[config.mk]
export PLATFORM = sky130hd
export DESIGN_NAME = fifo_wr_arbiter
export DESIGN_NICKNAME = d
export VERILOG_FILES = /design/src/rtl/fifo_wr_arbiter.sv
export SDC_FILE = /design/constraint.sdc
export NUM_CORES = 1
export LEC_CHECK = 0
export ABC_AREA = 1
export CAP_MARGIN = 20
export CORE_AREA = 3 3 60 62
export DETAILED_ROUTE_END_ITERATION = 8
export DIE_AREA = 0 0 63 65
export PLACE_DENSITY = 0.77
export SLEW_MARGIN = 15
export SYNTH_ARGS = -nofsm -noshare
export SYNTH_HDL_FRONTEND = slang
export SYNTH_SLANG_ARGS = --single-unit
export TNS_END_PERCENT = 1
[constraint.sdc]
create_clock -name clk -period 1.8 [get_ports clk]
set_input_delay 0.36 -clock clk [delete_from_list [all_inputs] [get_ports clk]]
set_output_delay 0.36 -clock clk [all_outputs]
set_load 0.01 [all_outputs]
[src/rtl/fifo_wr_arbiter.sv]
`default_nettype none
// ============================================================================
//  Module      : fifo_wr_arbiter
//  Description : Round-robin burst arbiter. It grants one of NUM_REQ write
//                requesters ownership of a single FIFO write port for up to
//                MAX_BURST beats. Data passes through with zero latency.
//  Revision    : 1.0  initial release
// ============================================================================
module fifo_wr_arbiter #(
   parameter int NUM_REQ    = 4,
   parameter int DATA_WIDTH = 8,
   parameter int MAX_BURST  = 4
) (
   input  logic                          clk,
   input  logic                          rst_n,
   input  logic [NUM_REQ-1:0]            req_valid,
   input  logic [NUM_REQ*DATA_WIDTH-1:0] req_data,
   input  logic [NUM_REQ-1:0]            req_last,
   output logic [NUM_REQ-1:0]            req_ready,
   output logic [NUM_REQ-1:0]            grant,
   input  logic                          fifo_full,
   output logic                          fifo_wrt_en,
   output logic [DATA_WIDTH-1:0]         fifo_data_wrt,
   output logic                          busy
);

   localparam int                IDX_W       = (NUM_REQ > 1) ? $clog2(NUM_REQ) : 1;
   localparam int                CNT_W       = $clog2(MAX_BURST) + 1;
   localparam logic [IDX_W-1:0]  c_LAST_IDX  = IDX_W'(NUM_REQ - 1);
   localparam logic [CNT_W-1:0]  c_MAX_BEATS = CNT_W'(MAX_BURST);
   localparam logic [NUM_REQ-1:0] c_ONE_HOT0 = NUM_REQ'(1);

   typedef enum logic [0:0] {
      ST_IDLE  = 1'b0,
      ST_BURST = 1'b1
   } state_t;

   state_t               r_state;
   logic [NUM_REQ-1:0]   r_grant;
   logic [IDX_W-1:0]     r_owner;
   logic [IDX_W-1:0]     r_rr_ptr;
   logic [CNT_W-1:0]     r_beat_cnt;

   logic                 w_pick_found;
   logic [IDX_W-1:0]     w_pick_idx;
   logic                 w_in_burst;
   logic                 w_owner_valid;
   logic                 w_owner_last;
   logic [DATA_WIDTH-1:0] w_owner_data;
   logic                 w_beat;
   logic                 w_release;
   logic [IDX_W-1:0]     w_next_ptr;

   // Round-robin search: first valid requester at or above rr_ptr, wrapping.
   always_comb begin
      int j;
      w_pick_found = 1'b0;
      w_pick_idx   = '0;
      for (int k = 0; k < NUM_REQ; k++) begin
         j = int'(r_rr_ptr) + k;
         if (j >= NUM_REQ) begin
            j = j - NUM_REQ;
         end
         if (!w_pick_found && req_valid[j[IDX_W-1:0]]) begin
            w_pick_found = 1'b1;
            w_pick_idx   = j[IDX_W-1:0];
         end
      end
   end

   // Select the current owner's data slice from the one-hot grant.
   always_comb begin
      w_owner_data = '0;
      for (int i = 0; i < NUM_REQ; i++) begin
         if (r_grant[i]) begin
            w_owner_data = req_data[i*DATA_WIDTH +: DATA_WIDTH];
         end
      end
   end

   assign w_in_burst    = (r_state == ST_BURST);
   assign w_owner_valid = |(r_grant & req_valid);
   assign w_owner_last  = |(r_grant & req_last);

   // rst_n gates the write path directly so a reset mid-beat kills the write
   // in the same cycle, without waiting on the state register.
   assign w_beat    = w_in_burst && w_owner_valid && !fifo_full && rst_n;
   assign w_release = w_in_burst &&
                      (!w_owner_valid ||
                       (w_beat && (w_owner_last ||
                                   ((r_beat_cnt + CNT_W'(1)) == c_MAX_BEATS))));
   assign w_next_ptr = (r_owner == c_LAST_IDX) ? '0 : (r_owner + IDX_W'(1));

   assign req_ready     = r_grant & {NUM_REQ{w_in_burst && !fifo_full && rst_n}};
   assign fifo_wrt_en   = w_beat;
   assign fifo_data_wrt = w_beat ? w_owner_data : '0;
   assign grant         = r_grant;
   assign busy          = w_in_burst;

   // Arbitration FSM: grant in IDLE, count beats and release in BURST.
   always_ff @(posedge clk or negedge rst_n) begin
      if (!rst_n) begin
         r_state    <= ST_IDLE;
         r_grant    <= '0;
         r_owner    <= '0;
         r_rr_ptr   <= '0;
         r_beat_cnt <= '0;
      end else begin
         case (r_state)
            ST_IDLE: begin
               if (w_pick_found) begin
                  r_state    <= ST_BURST;
                  r_grant    <= c_ONE_HOT0 << w_pick_idx;
                  r_owner    <= w_pick_idx;
                  r_beat_cnt <= '0;
               end
            end
            ST_BURST: begin
               if (w_beat) begin
                  r_beat_cnt <= r_beat_cnt + CNT_W'(1);
               end
               if (w_release) begin
                  r_state  <= ST_IDLE;
                  r_grant  <= '0;
                  r_rr_ptr <= w_next_ptr;
               end
            end
            default: begin
               r_state <= ST_IDLE;
               r_grant <= '0;
            end
         endcase
      end
   end

endmodule
`default_nettype wire

# Word-level counts from Yosys, hierarchy flattened
# Cells that the tools add are included.
# op_classes
add_sub_neg	9
order_cmp	8
n_eq_ne	5
shift	1
muxes	35
n_bitwise	4
reduce_logical	23
# ops
operator	count
$mux 8	5
$mux 2	9
$and 4x4->4	3
$lt 2x3->1 const B	4
$logic_and 1x1->1	10
$mux 1	10
$ge 3x3->1 const B	3
$bmux 1 s2	4
$mux 4	2
$pmux 4 s2	1
$reduce_and 2->1	4
$reduce_or 4->1	2
$sub 2x1->2 const B	4
$add 2x2->3 const B	2
$mux 3	2
$pmux 3 s2	1
$logic_not 1->1	5
$ne 2x1->1 const B	2
$shl 1x2->4 const A	1
$add 2x1->3 const B	1
$add 3x1->3 const B	1
$eq 3x3->1 const B	1
$ge 2x3->1 const B	1
$add 2x1->2 const B	1
5 further kinds	6
# word_totals
ff_bits	12
inputBits	43
output_inout_bits	18
word_cells	90

# Longest topological paths before layout
# depth
depth_word	17
depth_mapped	12
ltp_nobuf	12

# Least setup slack after synthesis
# Ideal clock, no wire load.
# synth_path
kind	register to output
startpoint	reg r_grant[1] (netlist: grant[1])
endpoint	out fifo_data_wrt[6]
arrival_time_ns	1.406
required_ns	1.440
path_slack_ns	0.034
stages_incl_launch_ff	9
n_path_buf	1
cell_sequence	dfrtp_1 inv_2 o211a_1 nand2_1 nand2_1 inv_1 buf_2 o21ai_0 a21oi_1
# synth_between
elab_chain_len	6
elab_cells_between_ends	9
cone_classes	mux: 4; bitwise: 1; reduce/logical: 4
# synth_rtl
item	line	text
start, declared	39	logic [NUM_REQ-1:0] r_grant;
start signal, assigned	113	r_grant <= c_ONE_HOT0 << w_pick_idx;
$and 4x4->4	82	assign w_owner_valid = |(r_grant & req_valid);
$reduce_or 4->1	82	
$logic_and 1x1->1 (3 in series)	87	assign w_beat = w_in_burst && w_owner_valid && !fifo_full && rst_n;
named net fifo_wrt_en	22	output logic fifo_wrt_en,
$mux 8	96	assign fifo_data_wrt = w_beat ? w_owner_data : '0;
end, declared	23	output logic [DATA_WIDTH-1:0] fifo_data_wrt,
# The timed path passes the listed nets, and every way through them passes these cells.

# Final worst setup path
# layout_path
startpoint	reg r_grant[1] (netlist: grant[1])
endpoint	out fifo_data_wrt[0]
# layout_between
elab_chain_len	6
elab_cells_between_ends	9
cone_classes	mux: 4; bitwise: 1; reduce/logical: 4
# layout_rtl
item	line
$and 4x4->4	82
$reduce_or 4->1	82
$logic_and 1x1->1 (3 in series)	87
$mux 8 *	96
# Mark *: on every way between the ends. The rest lies on a longest branch, timed or not.

==> tab_implementation.tex <==
\begin{tabular}{lr}
\hline
Metric & Value \\
\hline
\multicolumn{2}{l}{\textbf{Floorplanning}} \\
\quad Horizontal die dimension & 63 um \\
\quad Die Span Y & 65 um \\
\quad Total die area & roughly 0.004 mm2 \\
\quad Standard-cell rows & 20 \\
\quad Initial Util & approximately two fifths \\
\quad Ports placed on the boundary & 61 \\
\quad Core area & 0.00308 mm2 \\
\multicolumn{2}{l}{\textbf{Finish}} \\
\quad Layout Nets & 322 \\
\quad Total area of sequential cells & 300 um2 \\
\quad Layout cells sized above 1 & 25.9\% \\
\quad Filler cells & 300 \\
\quad Layout Utilization & 65.5\% \\
\quad Number of cells in the finished layout apart from fillers & 318 \\
\quad Antenna diodes & 0 \\
\quad Area of the multi-input gates & 835 um2 \\
\quad Area growth syn-to-layout & 64.0\% \\
\multicolumn{2}{l}{\textbf{Timing}} \\
\quad Hold WS & about 0.15 ns \\
\quad Setup repair after global routing missed its margin & yes \\
\quad Worst setup skew after layout & 0.00244 ns \\
\quad Final setup violation count & 8 \\
\quad Number of hold violations in the final report & 0 \\
\quad Period utilisation layout & 104\% \\
\quad Worst relative slew slack & 84.9\% \\
\quad Final critical path time including I/O delays and setup & 1.87 ns \\
\quad Max Freq & 0.533 GHz \\
\quad Worst-margin pin slew & 0.224 ns \\
\quad Final max-slew violation count & 0 \\
\quad Worst setup margin & -0.0748 ns \\
\multicolumn{2}{l}{\textbf{Yosys}} \\
\quad Number of distinct library cells after synthesis & 26 \\
\quad Gate count of the mapped netlist & approximately 190 \\
\quad Prevailing post-synth register cell & dfrtp\_1 \\
\quad Share of synthesized area occupied by flip-flops and latches & 24.4\% \\
\quad Cell area after synthesis & 0.00123 mm2 \\
\quad Top cells by instance count after synthesis & 51 x nand2\_1, 27 x o21ai\_0, 20 x a21oi\_1 \\
\quad Number of synthesized flops with an enable pin & 0 \\
\quad Yosys top cell by area & dfrtp\_1 \\
\quad Post-Synthesis Mean Instance Area & 6.37 um2 \\
\quad Register bit count reported by yosys & 12 \\
\quad Top area cells in the synthesized netlist & dfrtp\_1 24\%, nand2\_1 16\%, o21ai\_0 11\% \\
\quad Post-Synthesis Net Count & 239 \\
\quad Number of warnings reported in the yosys synthesis log & 0 \\
\quad Most repeated cell in the gate-level netlist after synthesis & nand2\_1 \\
\quad Proportion of netlist area held by the largest area contributor & around a quarter \\
\quad Share of flip-flops with an asynchronous set or reset & 100\% \\
\multicolumn{2}{l}{\textbf{Setup path}} \\
\quad Cell-by-cell listing of the critical path & inv\_2 > o211a\_1 > nand2\_2 > nand2\_2 > inv\_2 > buf\_4 > o21ai\_0 > a21oi\_1 > buf\_2 \\
\quad CP Max Fanout & 3 \\
\quad Type of the worst setup path & reg -> out \\
\quad Signal arrival time at the worst endpoint & 1.51 ns \\
\quad Cell with the biggest individual delay on the critical path & dfrtp\_1 \\
\quad Crit path from & grant[1] \\
\quad Endpoint kind of the worst setup timing path & primary output \\
\quad Element type at the critical path start & register \\
\quad Setup slack on the worst flop-to-flop path & 0.19 ns \\
\quad R2R depth & 11 \\
\quad Reg-to-reg critical path startpoint & r\_rr\_ptr[0] \\
\quad Largest stage delay on the critical path & 0.36 ns \\
\quad Worst Path Required & 1.44 ns \\
\multicolumn{2}{l}{\textbf{CTS}} \\
\quad Hold-fix buffers at CTS & 0 \\
\quad Number of levels in the clock H-tree & 1 \\
\quad Clock transition at the register clock pins on the worst setup and hold paths after CTS & 0.07 ns \\
\quad Max clock buf depth & 2 \\
\quad Master cell of the clock root buffer & clkbuf\_4 \\
\quad Number of CTS-inserted buffers & 3 \\
\quad CTS tree & built \\
\quad Number of sinks driven by the clock tree & 12 \\
\quad Clock Latency Late Sink & 0.27 ns \\
\multicolumn{2}{l}{\textbf{Outcome}} \\
\quad Run status & finished with violations \\
\quad Violated checks & negative setup slack \\
\multicolumn{2}{l}{\textbf{Placed design}} \\
\quad Placed cell count & 313 \\
\quad Placer Congestion & 0.853 \\
\quad DPL Wire Length & 3.14 mm \\
\quad PortBufs & 60 \\
\multicolumn{2}{l}{\textbf{Global routing}} \\
\quad Global-route wire length before repair & $\sim$6.3 mm \\
\quad Antenna violations before repair & 0 \\
\quad Overflow left after global routing & 0 \\
\quad Total global routing track utilization & 18.8\% \\
\quad Vias in the first global route & 1,391 \\
\quad Largest net degree at the start of global routing & 18 \\
\multicolumn{2}{l}{\textbf{Detailed routing}} \\
\quad Number of nets with antenna violations after routing & 0 \\
\quad Total Routed Length & 3.68 mm \\
\quad Drt first-iter violations & 48 \\
\quad Total via count in the routed design & 1,459 \\
\quad Vias per std cell & 4.59 \\
\quad DRC violation count after routing & 0 \\
\quad WL per Instance & 11.6 um \\
\quad Number of iterations in the first detailed-routing pass & 4 \\
\multicolumn{2}{l}{\textbf{Pwr}} \\
\quad Worst supply voltage drop on vdd & 0.000760 V \\
\quad Static Leak & between 1 and 1.5 nW \\
\quad Cell area power density & 1280 mW/mm2 \\
\quad Final Total Pwr & 2.58 mW \\
\multicolumn{2}{l}{\textbf{Flow run}} \\
\quad Number of violations of the max-capacitance limit & 0 \\
\multicolumn{2}{l}{\textbf{Min path}} \\
\quad Class of the worst hold path & in -> async \\
\hline
\end{tabular}
path summary, 6_finish.rpt:
kind,to
max in group asynchronous,grant[2]
min in group clk,r_owner[1]
max reg2reg,grant[0]
min,busy
min reg2reg,r_owner[1]
max,fifo_data_wrt[0]
registers in the layout, indices dropped and copies added, names as in the netlist:
signal,count
r_beat_cnt,3
grant,4
busy,1
r_owner,2
r_rr_ptr,2
layer usage:
metal / track usage [%] / wire length (um)
met1: 25.4 / 1730
met2: 31.8 / 1790
met3: 4.16 / 157
met4: 1.65 / 11
met5: 0 / 0
power breakdown:
part / switching [mW] / internal [mW] / total, mW
clock: 0.0817 / 0.0775 / 0.159
sequential: 0.0924 / 0.374 / 0.466
combinational: 1.12 / 0.837 / 1.96
total: 1.29 / 1.29 / 2.58
critical path: cells and delay by family, from the launching register on:
family	cells	cell delay, ns
buffers and inverters	4	0.36
AND/OR/NAND/NOR	2	0.13
flip-flops	1	0.36
AO/OA/AOI/OAI	3	0.38
per-stage QoR:
step | TNS [ns] | area, um2 | setup WS (ns)
finish | -0.483 | 2020 | -0.0748
CTS | -0.801 | 2020 | -0.113
floorplan | 0 | 1230 | 0.0338
detailed placement | -10.05 | 2020 | -0.845
global placement | -9.69 | 2020 | -0.818
global route | -1.61 | 2020 | -0.215
layout by cell type, fill, tap and decap left out, types with 2 or more instances in the layout:
cell             count
a21oi_1             20
buf_2                8
buf_4               24
clkbuf_2             3
clkbuf_4             3
clkdlybuf4s50_1     41
dfrtp_1             12
dlygate4sd2_1        6
ha_1                 3
inv_1               13
inv_2                4
nand2_1             48
nand2_2             11
nand2_4              4
nand3_1             14
nand3_2              2
nor2_1              15
nor2_2               3
o21ai_0             10
o21ai_1             17
o21ai_2              2
or2_2                2
cell families after synthesis:
logic type	after synthesis	synth area share, %
simple gates	102	41.2
compound gates	51	21.6
buf+inv	24	9.05
xor+xnor	1	0.712
fa+ha+maj	3	3.05
flops	12	24.4
repair_timing:
item,CTS,global route
pin swaps,4,3
gates resized for setup,60,17
endpoints found under the setup margin,14,16
buffers inserted,2,0
endpoints found under the hold margin,0,0
area by class of cell:
type / count / share of cell area (%)
well taps: 44 / 2.73
repair buffers: 85 / 36.7
inverters: 17 / 3.16
multi-input cells: 157 / 41.4
clock buffers: 3 / 1.12
flip-flops and latches: 12 / 14.9
(Power assumes the default switching activity.)
